==> src/rtl/key_event_ctrl.sv <==
// Classifies debounced key edges into CLICK/DOUBLE/LONG/REPEAT; events register on the sampling edge (1-cycle latency).
// One-deep event slot held until ev_ready; a new event arriving while the slot is stalled is dropped and sets sticky ovf.
module key_event_ctrl #(
   parameter int LONG_CNT = 50_000_000,
   parameter int DBL_CNT  = 15_000_000,
   parameter int REP_CNT  = 10_000_000,
   parameter int CNT_W    = 26
) (
   input  logic       clk,
   input  logic       rst,
   input  logic       key_flag,
   input  logic       key_state,
   input  logic       ev_ready,
   input  logic       ovf_clr,
   output logic       ev_valid,
   output logic [2:0] ev_code,
   output logic       ovf,
   output logic       busy
);

   typedef enum logic [2:0] {IDLE, PRESS1, WAIT2, PRESS2, HOLD} state_t;

   localparam logic [2:0] EV_CLICK  = 3'd1;
   localparam logic [2:0] EV_DOUBLE = 3'd2;
   localparam logic [2:0] EV_LONG   = 3'd3;
   localparam logic [2:0] EV_REPEAT = 3'd4;

   localparam logic [CNT_W-1:0] LONG_LAST = CNT_W'(LONG_CNT - 1);
   localparam logic [CNT_W-1:0] DBL_LAST  = CNT_W'(DBL_CNT - 1);
   localparam logic [CNT_W-1:0] REP_LAST  = CNT_W'(REP_CNT - 1);

   state_t           state, state_nxt;
   logic [CNT_W-1:0] timer, timer_nxt;
   logic             emit, drop;
   logic [2:0]       emit_code;
   logic             key_press, key_rel;

   assign key_press = key_flag & ~key_state;
   assign key_rel   = key_flag &  key_state;

   // Key edges are tested before timer expiry so an edge always wins a tie.
   always_comb begin
      state_nxt = state;
      timer_nxt = timer + CNT_W'(1);
      emit      = 1'b0;
      emit_code = 3'd0;
      case (state)
         IDLE:   if (key_press) state_nxt = PRESS1;
         PRESS1: begin
            if (key_rel) state_nxt = WAIT2;
            else if (timer == LONG_LAST) begin
               emit      = 1'b1;
               emit_code = EV_LONG;
               state_nxt = HOLD;
            end
         end
         WAIT2: begin
            if (key_press) state_nxt = PRESS2;
            else if (timer == DBL_LAST) begin
               emit      = 1'b1;
               emit_code = EV_CLICK;
               state_nxt = IDLE;
            end
         end
         PRESS2: begin
            if (key_rel) begin
               emit      = 1'b1;
               emit_code = EV_DOUBLE;
               state_nxt = IDLE;
            end
         end
         HOLD: begin
            if (key_rel) state_nxt = IDLE;
            else if (timer == REP_LAST) begin
               emit      = 1'b1;
               emit_code = EV_REPEAT;
               timer_nxt = '0;
            end
         end
         default: state_nxt = IDLE;
      endcase
      if (state_nxt != state) timer_nxt = '0;
   end

   assign drop = emit & ev_valid & ~ev_ready;

   always_ff @(posedge clk or negedge rst) begin
      if (!rst) begin
         state    <= IDLE;
         timer    <= '0;
         busy     <= 1'b0;
         ev_valid <= 1'b0;
         ev_code  <= 3'd0;
         ovf      <= 1'b0;
      end else begin
         state <= state_nxt;
         timer <= timer_nxt;
         busy  <= (state_nxt != IDLE);
         if (emit && (!ev_valid || ev_ready)) begin
            ev_valid <= 1'b1;
            ev_code  <= emit_code;
         end else if (ev_valid && ev_ready) begin
            ev_valid <= 1'b0;
         end
         if (drop)         ovf <= 1'b1;
         else if (ovf_clr) ovf <= 1'b0;
      end
   end

endmodule

==> config.mk <==
export PLATFORM = sky130hd
export DESIGN_NAME = key_event_ctrl
export DESIGN_NICKNAME = d
export VERILOG_FILES = /design/src/rtl/key_event_ctrl.sv
export SDC_FILE = /design/constraint.sdc
export NUM_CORES = 1
export LEC_CHECK = 0
export BUFFER_PORTS_ARGS = -buffer_cell sky130_fd_sc_hd__buf_2
export CAP_MARGIN = 15
export CORE_MARGIN = 5
export CORE_UTILIZATION = 48
export DETAILED_ROUTE_END_ITERATION = 10
export PLACE_DENSITY = 0.7
export RECOVER_POWER = 25
export SYNTH_ARGS = -nofsm -noshare
export SYNTH_HDL_FRONTEND = slang
export SYNTH_SLANG_ARGS = --single-unit
==> constraint.sdc <==
create_clock -name clk -period 2.06 [get_ports clk]
set_clock_uncertainty 0.1 [all_clocks]
set_input_delay 0 -clock clk [delete_from_list [all_inputs] [get_ports clk]]
set_output_delay 0 -clock clk [all_outputs]
set_load 0.05 [all_outputs]
==> results.yml <==
run_status:
  outcome: "finished, final reports clean"
pwr:
  leakage_nw: 0.9853
  p_total_mw: 1.714
  power.density_nw_per_um2: 727.8
  ir_worst_vdd_v: 0.0003762
synth:
  ys_warn_count: 0
  synth_fp_nets: 218
  postSynth.asyncResetShare: 1.000
  yosysTopAreaCell: "dfrtp_1"
  netlist_area_um2: 1969
  synth-edff-count: 0
  yosys.area.top_type_share: 0.4447
  synth-seq-area-share: 0.4447
  ys_top_cells_by_area: "dfrtp_1, xnor2_1, nor2_1"
  synth_cells: 211
  syn_avg_cell_area_um2: 9.334
  synth_ff_type: "dfrtp_1"
  synth_cell_types: 43
  ys_ff_latch: 35
finish:
  drive_above_1_share: 0.1667
  nNetsFinal: 252
  nFillCells: 371
  layout_common_cells: "nor2_1, dfrtp_1, xnor2_1"
  syn_to_final_growth_pct: 19.57
  finish.utilization: 0.5887
  diodes: 0
  fin_area_um2: 2355
  fin_cells: 296
  layout_commonest_cell: "nor2_1"
clocking:
  numClockSinks: 35
  cts-root-buf: "clkbuf_8"
  cts_buffers: 5
  clk_latency_ns: 0.29
  cts_tree: "done"
  cts_max_level: 2
  clk_path_buf_depth: 2
  clk_pin_slew_worst_paths_ns: 0.07
setup_path:
  cp_cell_sequence: "ha_1 > and3_1 > nand4_2 > nor4_2 > o21ba_2 > a211o_1"
  path_delay_family: "simple AND/OR/NAND/NOR gates"
  slowest_delay_ns: 0.39
  path_buf_inv: 0
  crit_slowest_cell: "dfrtp_1"
  crit_path_max_fanout: 4
  setup.worst_path.end_class: "flop"
  path_class: "reg2reg"
  cp_data_arrival_time_ns: 2.05
  worstPathRequired_ns: 2.14
  cp-start-kind: "flop"
timing:
  finalCritPeriodShare: 0.9564
  worst_pin_slew_ns: 0.8568
  report.final.slew_viol_count: 0
  rsz0062_at_grt: "yes"
  period_needed_ns: 1.970
  setup_ws_ns: 0.08972
  fmax_mhz: 507.5
  tns_ns: 0
  setup_violations: 0
  relSlewSlack: 0.4288
  hold_viol_final: 0
  holdWs_ns: 0.2486
global_routing:
  grt_util_met2: 0.2894
  grt_max_degree: 36
  antenna_found_initial: 0
  grt_pass1_vias: 1609
  grt_pass1_wl_um: 7472
  grtUsageTotal: 0.1798
  grt_overflow_total: 0
  use_met1: 0.2340
  grt_busiest_layer: "met2"
  use_met3: 0.04324
placement:
  place_area_um2: 2166
  place_ws_ns: 0.1042
  place.detailed.hpwl_um: 2946
  dpl.cell_count: 280
  gp_congestion: 0.8626
  io_buffers: 11
routing:
  final_antenna_net_count: 0
  wire_per_inst_um: 14.61
  wirelength_um: 4326
  drc: 0
  drt_pass1_iterations: 5
  drtIter0Drc: 82
  vias: 1607
  viasPerCell: 5.429
die:
  fp.dieW_um: 74.06
  rows: 23
  dieHeight_um: 74.06
  ios: 12
  core_area_um2: 4000
  initial_core_util: 0.4923
  die_area_um2: 5484
min_path:
  min_path_type: "in2async"
job:
  maxCapViolations: 0
-- final timing paths --
path / start / end / slack, ns / cells after the start
max in group asynchronous: rst / timer[22] / 1.07 / 2
hold / removal: rst / state[2] / 0.25 / 2
min in group clk: timer[0] / timer[0] / 0.40 / 1
hold reg to reg: timer[0] / timer[0] / 0.40 / 1
setup reg to reg: timer[0] / ev_code[2] / 0.09 / 6
setup / recovery: timer[0] / ev_code[2] / 0.09 / 6
-- report_power, final --
group	switching [mW]	total, mW	internal, mW	leakage, nW
logic	0.212	0.336	0.124	0.465
registers	0.0644	0.817	0.753	0.470
clock network	0.256	0.561	0.304	0.0505
-- Yosys cell counts, drive strengths merged, types with 2 or more instances --
cell	number
nor2	43
dfrtp	35
xnor2	23
nand2	11
nor3	11
nand3	10
nor4	9
nand4	7
nor2b	7
buf	6
inv	5
and3	4
and4b	4
o21ai	4
and2	3
xor2	3
and4	2
nor3b	2
o21a	2
-- area by class of cell --
class	count	area, um2	area share
Clock buffer	7	96.34	0.04091
Clock inverter	1	7.507	0.003188
Inverter	5	18.77	0.007970
Multi-Input combinational cell	164	1046	0.4442
Sequential cell	35	875.8	0.3719
Tap cell	50	62.56	0.02657
Timing Repair Buffer	34	247.7	0.1052
-- routing by layer --
metal	part of all wire	wire length, um
met3	0.043	184
met4	0.012	50
met5	0	0
met2	0.47	2041
met1	0.47	2049
-- registers in the layout, indices dropped and copies added, names as in the netlist --
register  count
timer        26
ev_code       3
state         3
busy          1
ev_valid      1
ovf           1
-- timing repair --
item | CTS | global route
gates resized for setup | 0 | 3
endpoints found under the setup margin | 0 | 2
setup buffers | 0 | 2
hold endpoints to repair | 41 | 0
hold buffers | 6 | 0
-- cells by family (layout without fill, tap and decap cells) --
group                      count (synthesis)  after routing  synth area share
adders and majority gates                  1              1          0.006352
xor gates and xnor gates                  26             26            0.1156
DFF                                       35             35            0.4447
buffers and inverters                     12             47           0.03304
and+or+nand+nor                          121            121            0.3361
AOI/OAI and AO/OA                         16             16           0.06417
(Power assumes the default switching activity.)
